--- src/rtl/btn_debounce_array_if.sv ---
// Button bundle between the raw pin side and the core side.
//   i_btn     : raw asynchronous pins, one per channel
//   o_btn     : debounced level, 1 = pressed
//   o_press   : one-cycle pulse when a press is accepted
//   o_release : one-cycle pulse when a release is accepted
//   o_long    : one-cycle pulse when a hold reaches the long-press time
//   o_repeat  : one-cycle auto-repeat pulse while the hold continues
// master = pin source / consumer of events, slave = the conditioner.
interface btn_debounce_array_if #(
  parameter int CHANNELS = 4
);
  logic [CHANNELS-1:0] i_btn;
  logic [CHANNELS-1:0] o_btn;
  logic [CHANNELS-1:0] o_press;
  logic [CHANNELS-1:0] o_release;
  logic [CHANNELS-1:0] o_long;
  logic [CHANNELS-1:0] o_repeat;

  modport master (
    output i_btn,
    input  o_btn, o_press, o_release, o_long, o_repeat
  );

  modport slave (
    input  i_btn,
    output o_btn, o_press, o_release, o_long, o_repeat
  );
endinterface

--- src/rtl/btn_debounce_array.sv ---
// Multi-channel push-button conditioner: per channel a synchroniser, a
// time-qualified debounced level, press/release pulses, and long-press
// detection with optional auto-repeat. Channels are fully independent.
// Ports:
//   i_clk : single clock for all logic
//   i_rst : asynchronous active-high reset
//   bus   : btn_debounce_array_if.slave (raw pins in, level/events out)
// All outputs are registered.
module btn_debounce_array #(
  parameter int CHANNELS       = 4,
  parameter int CLK_PERIOD_NS  = 20,
  parameter int STABLE_TIME_MS = 5,
  parameter int LONG_PRESS_MS  = 1000,
  parameter int REPEAT_MS      = 200,
  parameter bit ACTIVE_LOW     = 1'b1,
  parameter int SYNC_STAGES    = 2
) (
  input  logic                 i_clk,
  input  logic                 i_rst,
  btn_debounce_array_if.slave  bus
);

  // Milliseconds to whole clock cycles, never below one cycle.
  function automatic longint cyc_of(input longint ms);
    longint c;
    c = (ms * 64'sd1_000_000) / longint'(CLK_PERIOD_NS);
    return (c < 64'sd1) ? 64'sd1 : c;
  endfunction

  localparam longint STABLE_CYC = cyc_of(longint'(STABLE_TIME_MS));
  localparam longint LONG_CYC   = cyc_of(longint'(LONG_PRESS_MS));
  localparam longint REPEAT_CYC = cyc_of(longint'(REPEAT_MS));
  localparam bit     REPEAT_EN  = (REPEAT_MS != 0);

  localparam int STB_W = $clog2(STABLE_CYC + 1);
  localparam int HLD_W = $clog2(LONG_CYC + REPEAT_CYC + 1);

  localparam logic [STB_W-1:0] STB_LAST   = STB_W'(STABLE_CYC - 1);
  localparam logic [HLD_W-1:0] HLD_LONG   = HLD_W'(LONG_CYC);
  localparam logic [HLD_W-1:0] HLD_TOP    = HLD_W'(LONG_CYC + REPEAT_CYC);
  localparam logic [HLD_W-1:0] HLD_RELOAD = HLD_W'(LONG_CYC + 1);

  logic [CHANNELS-1:0] w_btn;
  logic [CHANNELS-1:0] w_press;
  logic [CHANNELS-1:0] w_release;
  logic [CHANNELS-1:0] w_long;
  logic [CHANNELS-1:0] w_repeat;

  for (genvar g = 0; g < CHANNELS; g++) begin : g_ch
    logic [SYNC_STAGES-1:0] r_sync;
    logic [STB_W-1:0]       r_stb;
    logic [HLD_W-1:0]       r_hold;
    logic                   r_btn;
    logic                   r_press;
    logic                   r_release;
    logic                   r_long;
    logic                   r_repeat;

    logic                   w_s;
    logic                   w_diff;
    logic                   w_toggle;
    logic                   w_rise;
    logic                   w_fall;
    logic                   w_hold_inc;
    logic [HLD_W-1:0]       w_hold_nxt;

    // Synchronised sample, normalised so that 1 means pressed.
    assign w_s      = r_sync[SYNC_STAGES-1] ^ ACTIVE_LOW;
    assign w_diff   = w_s ^ r_btn;
    // The increment that would bring the counter to STABLE_CYC is replaced
    // by the level toggle itself.
    assign w_toggle = w_diff && (r_stb == STB_LAST);
    assign w_rise   = w_toggle && !r_btn;
    assign w_fall   = w_toggle && r_btn;

    // Hold counter: zero while released and in the press cycle, cleared by
    // the release edge, wraps back to LONG+1 after each repeat point, or
    // parks at LONG when repeat is disabled.
    always_comb begin
      w_hold_nxt = '0;
      w_hold_inc = 1'b0;
      if (r_btn && !w_fall) begin
        if (REPEAT_EN && (r_hold == HLD_TOP)) begin
          w_hold_nxt = HLD_RELOAD;
        end else if (!REPEAT_EN && (r_hold == HLD_LONG)) begin
          w_hold_nxt = r_hold;
        end else begin
          w_hold_nxt = r_hold + HLD_W'(1);
          w_hold_inc = 1'b1;
        end
      end
    end

    always_ff @(posedge i_clk or posedge i_rst) begin
      if (i_rst) begin
        // Preset to the released pin level so reset never looks like a press.
        r_sync    <= {SYNC_STAGES{ACTIVE_LOW}};
        r_stb     <= '0;
        r_hold    <= '0;
        r_btn     <= 1'b0;
        r_press   <= 1'b0;
        r_release <= 1'b0;
        r_long    <= 1'b0;
        r_repeat  <= 1'b0;
      end else begin
        // Stage: synchroniser
        r_sync <= {r_sync[SYNC_STAGES-2:0], bus.i_btn[g]};

        // Stage: stability qualification
        if (!w_diff || w_toggle) begin
          r_stb <= '0;
        end else begin
          r_stb <= r_stb + STB_W'(1);
        end
        r_btn     <= r_btn ^ w_toggle;
        r_press   <= w_rise;
        r_release <= w_fall;

        // Stage: hold timing
        r_hold   <= w_hold_nxt;
        r_long   <= w_hold_inc && (w_hold_nxt == HLD_LONG);
        r_repeat <= REPEAT_EN && (w_hold_nxt == HLD_TOP);
      end
    end

    assign w_btn[g]     = r_btn;
    assign w_press[g]   = r_press;
    assign w_release[g] = r_release;
    assign w_long[g]    = r_long;
    assign w_repeat[g]  = r_repeat;
  end

  assign bus.o_btn     = w_btn;
  assign bus.o_press   = w_press;
  assign bus.o_release = w_release;
  assign bus.o_long    = w_long;
  assign bus.o_repeat  = w_repeat;

endmodule

--- src/flat_wrapper.sv ---
// flat-port wrapper written by rule: the top's interface ports become plain ports
module btn_debounce_array_flat 
#(
  parameter int CHANNELS       = 4,
  parameter int CLK_PERIOD_NS  = 20,
  parameter int STABLE_TIME_MS = 5,
  parameter int LONG_PRESS_MS  = 1000,
  parameter int REPEAT_MS      = 200,
  parameter bit ACTIVE_LOW     = 1'b1,
  parameter int SYNC_STAGES    = 2
)
  (i_clk, i_rst, bus_i_btn, bus_o_btn, bus_o_press, bus_o_release, bus_o_long, bus_o_repeat);
  btn_debounce_array_if #(.CHANNELS(CHANNELS)) bus_i ();
  input  logic i_clk;
  input  logic i_rst;
  input wire logic [$bits(bus_i.i_btn)-1:0] bus_i_btn;
  output wire logic [$bits(bus_i.o_btn)-1:0] bus_o_btn;
  output wire logic [$bits(bus_i.o_press)-1:0] bus_o_press;
  output wire logic [$bits(bus_i.o_release)-1:0] bus_o_release;
  output wire logic [$bits(bus_i.o_long)-1:0] bus_o_long;
  output wire logic [$bits(bus_i.o_repeat)-1:0] bus_o_repeat;
  assign bus_i.i_btn = bus_i_btn;
  assign bus_o_btn = bus_i.o_btn;
  assign bus_o_press = bus_i.o_press;
  assign bus_o_release = bus_i.o_release;
  assign bus_o_long = bus_i.o_long;
  assign bus_o_repeat = bus_i.o_repeat;
  btn_debounce_array #(.CHANNELS(CHANNELS), .CLK_PERIOD_NS(CLK_PERIOD_NS), .STABLE_TIME_MS(STABLE_TIME_MS), .LONG_PRESS_MS(LONG_PRESS_MS), .REPEAT_MS(REPEAT_MS), .ACTIVE_LOW(ACTIVE_LOW), .SYNC_STAGES(SYNC_STAGES)) u_core (.i_clk(i_clk), .i_rst(i_rst), .bus(bus_i));
endmodule
--- config.mk ---
export PLATFORM = sky130hd
export DESIGN_NAME = btn_debounce_array_flat
export DESIGN_NICKNAME = d
export VERILOG_FILES = /design/src/rtl/btn_debounce_array_if.sv /design/src/rtl/btn_debounce_array.sv /design/src/flat_wrapper.sv
export SDC_FILE = /design/constraint.sdc
export NUM_CORES = 1
export LEC_CHECK = 0
export ABC_AREA = 1
export CAP_MARGIN = 20
export CORE_MARGIN = 1.5
export CORE_UTILIZATION = 60
export CTS_CLUSTER_SIZE = 40
export DETAILED_ROUTE_END_ITERATION = 6
export GPL_TIMING_DRIVEN = 0
export PLACE_DENSITY = 0.83
export SYNTH_ARGS = -nofsm -noshare
export SYNTH_HDL_FRONTEND = slang
export SYNTH_SLANG_ARGS = --single-unit
--- constraint.sdc ---
create_clock -name i_clk -period 7.7 [get_ports i_clk]
set_input_delay 1.155 -clock i_clk [delete_from_list [all_inputs] [get_ports i_clk]]
set_output_delay 1.155 -clock i_clk [all_outputs]
set_load 0.02 [all_outputs]
==> impl_metrics.ini, run 1 <==
[timing]
rsz0062_at_grt = no
slew_headroom_pct = 56.5
finalSetupTns_ps = 0
hold_viol = 0
min_period_over_period_pct = 43.4
setup_viol = 0
fmaxAchievable_ghz = 0.299
worst_pin_slew_ps = 652
finClkSkew_ps = 11.6
slew_viol_final = 0
min_period_ps = 3350

[placement]
gp_congestion = 0.926
dp.final_hpwl_mm = 20.8
dpl_cell_area_sq_mm = 0.0129
portBuffers = 25

[yosys]
postSynthRegisterBits = 204
syn_area_sq_mm = 0.0122
syn_nets = 1765
synth_cells = 1735
synth_warnings = 0
ys_types = 44
ys_seq_area_share_pct = 41.8
avgSynthCellArea_sq_um = 7.05

[worst_setup_path]
worstSetupStartpoint = u_core.g_ch[2].r_stb[0]$_DFF_PP0_
cp_slowest_stage_delay_ps = 460
crit_type = flop to flop
crit_path_end = u_core.g_ch[2].r_long$_DFF_PP0_
crit_required_ps = 8120
worstPathMaxFanout = 10
crit_family = simple AND/OR/NAND/NOR gates
r2r_start = u_core.g_ch[2].r_stb[0]$_DFF_PP0_
crit_buf_inv = 5
ff2ff_setup_slack_ps = 4350
crit_top_cell = inv_1
cp.arrival_ps = 3770
crit_chain = ha_1, nand2_1, nor2_1, inv_1, nor4_1, inv_1, nor2_1, inv_1, ha_1, inv_1, clkbuf_1, o21ai_0, nor3_1, nand3b_1, nor2_1
cp_slowest_cell = clkbuf_1
r2r_end = u_core.g_ch[2].r_long$_DFF_PP0_
worst-r2r-cell-count = 15
cp-end-kind = flop
critPathLaunchType = flop
cp_num_cells = 15

[drt]
vias_per_cell = 5.37
vias = 11100
drt.antenna.violating_nets = 0
first_iter_violations = 825
finalWirelength_mm = 28.4
drtPass1Iterations = 7
drc_errors = 3
wire_per_inst_um = 13.7

[floorplanning]
core_area_sq_mm = 0.0201
die_height_um = 146
dieArea_sq_mm = 0.0213
die_w_um = 146
initial_utilization_pct = 60.9
std_cell_rows = 52
io_pins = 26

[cts]
insertion_delay_ps = 510
cts_resized = 0
clockBufferDepth = 3
htreeDepth = 1
cts_buffers = 23
tritoncts = yes
cts_hold_buf = 0
ctsRootBufferMaster = clkbuf_16
cts_setup_buffers = 0
path_clk_slew_ps = 60
cts.sinks = 204

[power]
power.share.clock_pct = 48.6
sw_frac_of_total_pct = 21.2
combPwrFrac_pct = 2.0
power.total_mw = 2.20
seqPwrFrac_pct = 49.3
peakVddDrop_v = 0.000206
powerDensity_mw_per_mm2 = 162
power_switching_uw = 467
leakagePower_nw = 6.24
internal_power_mw = 1.73

[global_route]
grt.total_usage_pct = 27.6
grt_first_pass_wirelength_mm = 49.1
gr-total-overflow = 0
grt_max_degree = 113
first_global_vias = 10800
grt_antenna_before_repair = 0

[final_layout]
design_area_sq_mm = 0.0136
nFillCells = 1676
fin_util_pct = 67.7
multiInputGateArea_sq_mm = 0.00591
final_cell_mix = nand2_1, nor2_1, inv_1, dfrtp_1, nand3_1
final-seq-area_sq_mm = 0.00511
layout_commonest_cell = nand2_1
nNetsFinal = 1816
diodes = 0
layout-drive-gt1-share_pct = 7.21
syn_to_final_growth_pct = 11.2

[run_status]
status = complete, but fails checks
violations = design-rule violations

[run]
max-cap-violations = 0

[worst_hold_path]
hold_class = flop to flop
-- per-layer routing --
layer / vias to the layer above / wire length, um / share of wire [%] / GRT usage (%)
li1: 5566 / - / - / -
met1: 5148 / 12300 / 43 / 36.4
met2: 352 / 13800 / 49 / 47.5
met3: 70 / 1530 / 5.4 / 3.20
met4: 0 / 750 / 2.6 / 8.83
met5: - / 0 / 0 / 0
-- cells by family (layout without fill, tap and decap cells) --
logic type | after synthesis | in the layout | synth area share [%]
and+or+nand+nor | 1025 | 1025 | 36.5
buffers and inverters | 300 | 367 | 9.95
DFF | 204 | 204 | 41.8
adders and majority gates | 24 | 24 | 2.45
xor gates and xnor gates | 37 | 37 | 2.65
AOI/OAI and AO/OA | 145 | 145 | 6.70
-- how the worst min path moves through the flow --
| stage | startpoint | to | cells after the start |
|---|---|---|---|
| after floorplan | u_core.g_ch[0].r_sync[0]$_DFF_PP1_ | u_core.g_ch[0].r_sync[1]$_DFF_PP1_ | 0 |
| after global placement | u_core.g_ch[3].r_sync[0]$_DFF_PP1_ | u_core.g_ch[3].r_sync[1]$_DFF_PP1_ | 0 |
| after CTS | u_core.g_ch[2].r_sync[0]$_DFF_PP1_ | u_core.g_ch[2].r_sync[1]$_DFF_PP1_ | 0 |
| after detailed placement | u_core.g_ch[2].r_sync[0]$_DFF_PP1_ | u_core.g_ch[2].r_sync[1]$_DFF_PP1_ | 0 |
| after global routing | u_core.g_ch[1].r_sync[0]$_DFF_PP1_ | u_core.g_ch[1].r_sync[1]$_DFF_PP1_ | 0 |
| final | u_core.g_ch[3].r_sync[0]$_DFF_PP1_ | u_core.g_ch[3].r_sync[1]$_DFF_PP1_ | 0 |
-- stage by stage --
| step | hold WS, ps | cells | worst slack, ps |
|---|---|---|---|
| 2_1_floorplan | 345 | 1735 | 991 |
| 3_3_place_gp | 345 | 2030 | -1570 |
| 3_5_place_dp | 350 | 2031 | 4470 |
| 4_1_cts | 358 | 2072 | 4430 |
| 5_1_grt | 361 | 2072 | 4040 |
| 6_report | 356 | 2072 | 4350 |
-- state kept, by name, summed over array words and instances (netlist names) --
name,count
u_core.g_ch.r_sync,8
u_core.g_ch.r_release,4
u_core.g_ch.r_repeat,4
u_core.g_ch.r_press,4
u_core.g_ch.r_hold,104
u_core.g_ch.r_stb,72
u_core.g_ch.r_btn,4
u_core.g_ch.r_long,4
-- cells in the mapped netlist (all sizes together) --
master,count,area [sq um]
a211oi,4,30.0
a21oi,57,315
a31o,1,8.76
a31oi,9,56.3
and2,3,18.8
buf,27,193
clkbuf,6,22.5
clkinv,3,11.3
dfrtp,196,4900
dfstp,8,210
ha,24,300
inv,264,991
nand2,396,1540
nand2b,1,6.26
nand3,134,686
nand3b,11,82.6
nand4,45,282
nor2,381,1550
nor3,44,235
nor3b,1,7.51
nor4,6,37.5
o211ai,2,15.0
o21a,4,30.0
o21ai,60,300
o21bai,7,52.6
o221a,1,11.3
or2,3,21.3
xnor2,8,70.1
xor2,29,254
-- layout make-up --
class	instances	share of cell area (%)
clock inverter	6	0.460
sequential	204	37.6
buffer	33	1.58
inverter	267	7.42
multi-input combinational	1231	43.4
tap	270	2.48
clock buffer	35	5.00
timing repair buffer	26	2.04
-- power groups by stage --
stage / Combinational (mW) / Clock, mW / Sequential, mW
after floorplan: 0.0304 / 0 / 1.10
after global placement: 0.0418 / 0 / 1.10
after detailed placement: 0.0457 / 0 / 1.10
after CTS: 0.0460 / 1.09 / 1.09
after global routing: 0.0524 / 1.14 / 1.09
final: 0.0443 / 1.07 / 1.09
Power figures use the tool's default switching activity.
==> run 2: changes to the inputs <==
--- a/config.mk
+++ b/config.mk
@@ -8,7 +8,7 @@
 export ABC_AREA = 1
 export CAP_MARGIN = 20
 export CORE_MARGIN = 1.5
-export CORE_UTILIZATION = 60
+export CORE_UTILIZATION = 57
 export CTS_CLUSTER_SIZE = 40
 export DETAILED_ROUTE_END_ITERATION = 6
 export GPL_TIMING_DRIVEN = 0
==> constraint.sdc (replaced) <==
create_clock -name i_clk -period 2.85 [get_ports i_clk]
set_input_delay 0.4275 -clock i_clk [delete_from_list [all_inputs] [get_ports i_clk]]
set_output_delay 0.4275 -clock i_clk [all_outputs]
set_load 0.02 [all_outputs]
==> run 2 against run 1 <==
Effect of this change:
- the run still ends with design-rule violations left
- power grew to 2.8 times the previous value
- critical path depth stayed put
- routed wire length is 2.3% higher
- flip-flop and latch count stayed put
- clock power grew to 2.9 times the previous value
- global-route usage is 0.83 points lower
- critical path type unchanged
==> impl_metrics.ini, run 2 (same netlist as run 1, synthesis figures left out) <==
[placement]
portBuffers = 25
dp.cells = 2040
dp.final_hpwl_mm = 21.4
gp_congestion = 0.964

[power]
combPwrFrac_pct = 2.1
peakVddDrop_v = 0.000621
power.share.clock_pct = 50.6
sw_frac_of_total_pct = 20.9
seqPwrFrac_pct = 47.3
power_switching_mw = 1.30
internal_power_mw = 4.91
powerDensity_mw_per_mm2 = 447
leakagePower_nw = 6.33

[drt]
drc_errors = 2
finalWirelength_mm = 29.1
drt.antenna.violating_nets = 0
wire_per_inst_um = 14.0
vias_per_cell = 5.40
vias = 11300
first_iter_violations = 710
drtPass1Iterations = 7

[final_layout]
fin_util_pct = 66.0
syn_to_final_growth_pct = 13.3
layout-drive-gt1-share_pct = 8.85
nNetsFinal = 1822
regMostFlops = u_core.g_ch.r_hold
largest_reg_flops = 104
diodes = 0
final_cell_mix = nand2_1, nor2_1, inv_1, dfrtp_1, nand3_1
final-seq-area_sq_mm = 0.00511
nFillCells = 1719
layout_commonest_cell = nand2_1
instances_no_fill = 2083
reg_top3 = u_core.g_ch.r_hold (104), u_core.g_ch.r_stb (72), u_core.g_ch.r_sync (8)
multiInputGateArea_sq_mm = 0.00599

[worst_hold_path]
hold_class = input port to flop

[timing]
finClkSkew_ps = 11.4
worst_pin_slew_ps = 576
min_period_ps = 2630
min_period_over_period_pct = 92.2
fmaxAchievable_ghz = 0.381
slew_headroom_pct = 61.5
slew_viol_final = 0
holdWs_ps = 320
hold_viol = 0
setup_viol = 0

[cts]
cts.sinks = 204
insertion_delay_ps = 510
path_clk_slew_ps = 60
ctsRootBufferMaster = clkbuf_16
htreeDepth = 1
clockBufferDepth = 3
tritoncts = yes
cts_buffers = 23

[global_route]
grt_max_degree = 44
grt_first_pass_wirelength_mm = 49.2
first_global_vias = 10800
grt_antenna_before_repair = 0
gr-total-overflow = 0
grt.total_usage_pct = 26.7

[run_status]
status = complete, but fails checks
violations = design-rule violations

[floorplanning]
core_area_sq_mm = 0.0210
std_cell_rows = 53
die_height_um = 150
die_w_um = 150
io_pins = 26
initial_utilization_pct = 58.2
dieArea_sq_mm = 0.0224

[worst_setup_path]
crit_buf_inv = 4
cp_slowest_stage_delay_ps = 410
crit_chain = nor2_2, nand4_1, nor4_4, inv_1, nor2_4, inv_1, ha_1, buf_4, nand2_4, inv_1, o21ai_1, nand3_1, nor2_2, nand2_1, nor2_1
crit_top_cell = inv_1
cp-end-kind = flop
critPathLaunchType = flop
cp.arrival_ps = 3060
crit_required_ps = 3280
cp_slowest_cell = dfrtp_1
worstPathMaxFanout = 10
crit_type = flop to flop
crit_family = simple AND/OR/NAND/NOR gates

[run]
max-cap-violations = 0
==> run 2: cell count changes in the layout (fill, tap and decap cells not counted), sizes merged <==
| cell | delta |
|---|---|
| clkbuf | -6 |
| clkinvlp | +1 |
| buf | +7 |
| clkinv | +1 |
| bufinv | +3 |
==> run 2: layer usage <==
metal / global-route usage, % / part of all wire [%] / up-vias
met5: 0 / 0 / -
met4: 8.71 / 2.4 / 0
met3: 3.41 / 6.3 / 69
met2: 46.0 / 48 / 399
met1: 34.9 / 43 / 5211
li1: - / - / 5575
==> run 2: final timing paths <==
| check | start | endpoint | slack (ps) | cells past startpoint |
|---|---|---|---|---|
| max | u_core.g_ch[0].r_stb[5]$_DFF_PP0_ | u_core.g_ch[0].r_repeat$_DFF_PP0_ | 220 | 15 |
| min | bus_i_btn[0] | u_core.g_ch[0].r_sync[0]$_DFF_PP1_ | 320 | 1 |
| max reg2reg | u_core.g_ch[0].r_stb[5]$_DFF_PP0_ | u_core.g_ch[0].r_repeat$_DFF_PP0_ | 220 | 15 |
| min reg2reg | u_core.g_ch[3].r_sync[0]$_DFF_PP1_ | u_core.g_ch[3].r_sync[1]$_DFF_PP1_ | 360 | 0 |
| max in group asynchronous | i_rst | u_core.g_ch[2].r_hold[5]$_DFF_PP0_ | 1630 | 4 |
| min in group asynchronous | i_rst | u_core.g_ch[1].r_stb[17]$_DFF_PP0_ | 340 | 2 |
==> run 2: metrics by stage <==
stage,setup TNS [ps],area [sq um],power [mW],worst slack [ps]
floorplan,-42190,12200,3.07,-215
global placement,-351960,12800,3.10,-1770
detailed placement,-1000,12900,3.12,-433
CTS,0,13800,6.27,11.7
global route,-20.5,13900,6.39,-10.5
finish,0,13900,6.20,223
==> run 2: cell type report <==
| class | count | area share [%] |
|---|---|---|
| inverters | 267 | 7.31 |
| clock buffers | 30 | 4.63 |
| multi-input cells | 1231 | 43.2 |
| repair buffers | 32 | 2.63 |
| well taps | 275 | 2.48 |
| plain buffers | 33 | 1.71 |
| clock inverters | 11 | 1.17 |
| flip-flops and latches | 204 | 36.9 |
==> run 2: repair_timing <==
item,CTS,global route
pin swaps,0,4
buffers inserted,0,2
gates cloned,0,0
gates resized for setup,14,28
endpoints found under the hold margin,0,0
hold buffers,0,0
endpoints found under the setup margin,7,11
==> run 2: power groups by stage <==
stage | clock network [mW] | registers [mW] | logic (mW)
global placement | 0 | 2.99 | 0.113
detailed placement | 0 | 2.98 | 0.136
CTS | 3.20 | 2.93 | 0.137
floorplan | 0 | 2.98 | 0.0828
global route | 3.30 | 2.93 | 0.157
finish | 3.14 | 2.93 | 0.133
==> run 2: worst register-to-register path: stages, from the launching register on <==
cell and delay [ps]:
dfrtp_1 410, nor2_2 150, nand4_1 140, nor4_4 330, inv_1 110, nor2_4 120, inv_1 50, ha_1 210
buf_4 200, nand2_4 140, inv_1 90, o21ai_1 90, nand3_1 150, nor2_2 150, nand2_1 80, nor2_1 140
==> run 3: changes to the inputs <==
--- a/config.mk
+++ b/config.mk
@@ -13,6 +13,8 @@
 export DETAILED_ROUTE_END_ITERATION = 6
 export GPL_TIMING_DRIVEN = 0
 export PLACE_DENSITY = 0.83
+export RECOVER_POWER = 25
 export SYNTH_ARGS = -nofsm -noshare
 export SYNTH_HDL_FRONTEND = slang
 export SYNTH_SLANG_ARGS = --single-unit
+export TNS_END_PERCENT = 30
==> run 3 against run 2 <==
Effect of this change:
- non-clock buffer count stayed put
- the flow still finishes with violations (design-rule violations)
- maximum frequency is 2.9% lower
- via count is 0.15% lower
- global-route usage hardly changed
- worst hold slack better by 36 ps
- critical endpoint is now u_core.g_ch[2].r_long$_DFF_PP0_
==> impl_metrics.ini, run 3 (same netlist as run 1, synthesis figures left out) <==
[global_route]
grt_max_degree = 44
grt.busiest_layer = met2
grtUsageMet2_pct = 46.0
first_global_vias = 10800
gr-total-overflow = 0
met1_usage_pct = 34.9
grt_first_pass_wirelength_mm = 49.2
grt.total_usage_pct = 26.7
grt_util_met3_pct = 3.41
grt_antenna_before_repair = 0

[final_layout]
instances_no_fill = 2083
final_cell_mix = nand2_1, nor2_1, inv_1, dfrtp_1, nand3_1
diodes = 0
regMostFlops = u_core.g_ch.r_hold
nNetsFinal = 1822
final-seq-area_sq_mm = 0.00511
syn_to_final_growth_pct = 13.0
largest_reg_flops = 104
multiInputGateArea_sq_mm = 0.00598
nFillCells = 1722
reg_top3 = u_core.g_ch.r_hold (104), u_core.g_ch.r_stb (72), u_core.g_ch.r_sync (8)
layout_commonest_cell = nand2_1
layout-drive-gt1-share_pct = 8.79

[worst_hold_path]
min_from = u_core.g_ch[3].r_sync[0]$_DFF_PP1_
hold_class = flop to flop
min_to = u_core.g_ch[3].r_sync[1]$_DFF_PP1_
whs_path_depth = 0

[worst_setup_path]
cp_slowest_cell = dfrtp_1
ff2ff_setup_slack_ps = 150
r2r_end = u_core.g_ch[2].r_long$_DFF_PP0_
worst-r2r-cell-count = 17
crit_required_ps = 3270
worstPathMaxFanout = 10
cp-end-kind = flop
r2r_start = u_core.g_ch[2].r_stb[0]$_DFF_PP0_
critPathLaunchType = flop
crit_buf_inv = 4
crit_type = flop to flop
crit_chain = ha_2, nand2_1, nor2_1, inv_1, nor4_2, inv_1, nor2_2, inv_1, ha_1, buf_4, nand3_1, o21ai_1, a21oi_1, nand3_1, nor2_1, nand2_1, nor2_1
cp.arrival_ps = 3130
cp_slowest_stage_delay_ps = 370
crit_family = simple AND/OR/NAND/NOR gates

[cts]
cts.sinks = 204
htreeDepth = 1
ctsRootBufferMaster = clkbuf_16
insertion_delay_ps = 510
clockBufferDepth = 3
path_clk_slew_ps = 60
cts_buffers = 23
tritoncts = yes

[drt]
drc_errors = 1
finalWirelength_mm = 29.0
drtPass1Iterations = 7
first_iter_violations = 738
vias = 11200
drt.antenna.violating_nets = 0
wire_per_inst_um = 13.9
vias_per_cell = 5.39

[run_status]
status = complete, but fails checks
violations = design-rule violations

[timing]
fmaxAchievable_ghz = 0.370
slew_viol_final = 0
setup_viol = 0
worst_pin_slew_ps = 1090
min_period_over_period_pct = 94.9
finClkSkew_ps = 10.7
hold_viol = 0
rsz0062_at_grt = yes
holdWs_ps = 356
min_period_ps = 2700
slew_headroom_pct = 27.2

[run]
max-cap-violations = 0

[floorplanning]
die_height_um = 150
core_area_sq_mm = 0.0210
io_pins = 26
initial_utilization_pct = 58.2
std_cell_rows = 53
dieArea_sq_mm = 0.0224
die_w_um = 150

[power]
power.total_mw = 6.19
peakVddDrop_v = 0.000623
powerDensity_mw_per_mm2 = 448
leakagePower_nw = 6.32

[placement]
dp.final_hpwl_mm = 21.4
portBuffers = 25
dp.cells = 2040
gp_congestion = 0.964
run 3: how the worst max path moves through the flow:
stage	cells past startpoint	startpoint	endpoint	slack (ps)
after detailed placement	15	u_core.g_ch[2].r_stb[0]$_DFF_PP0_	u_core.g_ch[2].r_long$_DFF_PP0_	-430
after global placement	2	i_rst	u_core.g_ch[3].r_hold[13]$_DFF_PP0_	-1770
after CTS	15	u_core.g_ch[2].r_stb[0]$_DFF_PP0_	u_core.g_ch[2].r_long$_DFF_PP0_	-20
final	17	u_core.g_ch[2].r_stb[0]$_DFF_PP0_	u_core.g_ch[2].r_long$_DFF_PP0_	150
after global routing	17	u_core.g_ch[2].r_stb[0]$_DFF_PP0_	u_core.g_ch[2].r_long$_DFF_PP0_	-20
after floorplan	1	i_rst	u_core.g_ch[0].r_btn$_DFF_PP0_	-220
run 3: routing by layer:
metal	wire (um)	up-vias	share of wire (%)
li1	-	5571	-
met1	12300	5188	42
met2	14000	413	48
met3	1970	65	6.8
met4	694	0	2.4
met5	0	-	0
run 3: layout make-up:
type                            count  area share [%]
Multi-Input combinational cell   1231            43.3
Buffer                             33            1.69
Inverter                          267            7.29
Tap cell                          275            2.49
Sequential cell                   204            37.0
Timing Repair Buffer               32            2.43
Clock inverter                     11            1.18
Clock buffer                       30            4.64
run 3: timing repair:
item                       CTS  global route
resized for setup           13            26
pin swaps                    0             4
setup buffers                0             2
setup endpoints to repair    7            11
hold buffers                 0             0
run 3: report_power, final:
group / internal [mW] / total [mW] / switching (mW)
logic: 0.0325 / 0.125 / 0.0926
registers: 2.92 / 2.93 / 0.0122
clock network: 1.95 / 3.14 / 1.19
run 3: metrics by stage:
step | setup slack (ps) | util (%) | setup TNS, ps | cell area (sq um)
CTS | -15.0 | 65.5 | -15.0 | 13800
finish | 145 | 65.8 | 0 | 13800
global placement | -1770 | 61.1 | -351960 | 12800
detailed placement | -433 | 61.5 | -1000 | 12900
global route | -21.3 | 65.8 | -47.0 | 13800
floorplan | -215 | - | -42190 | 12200
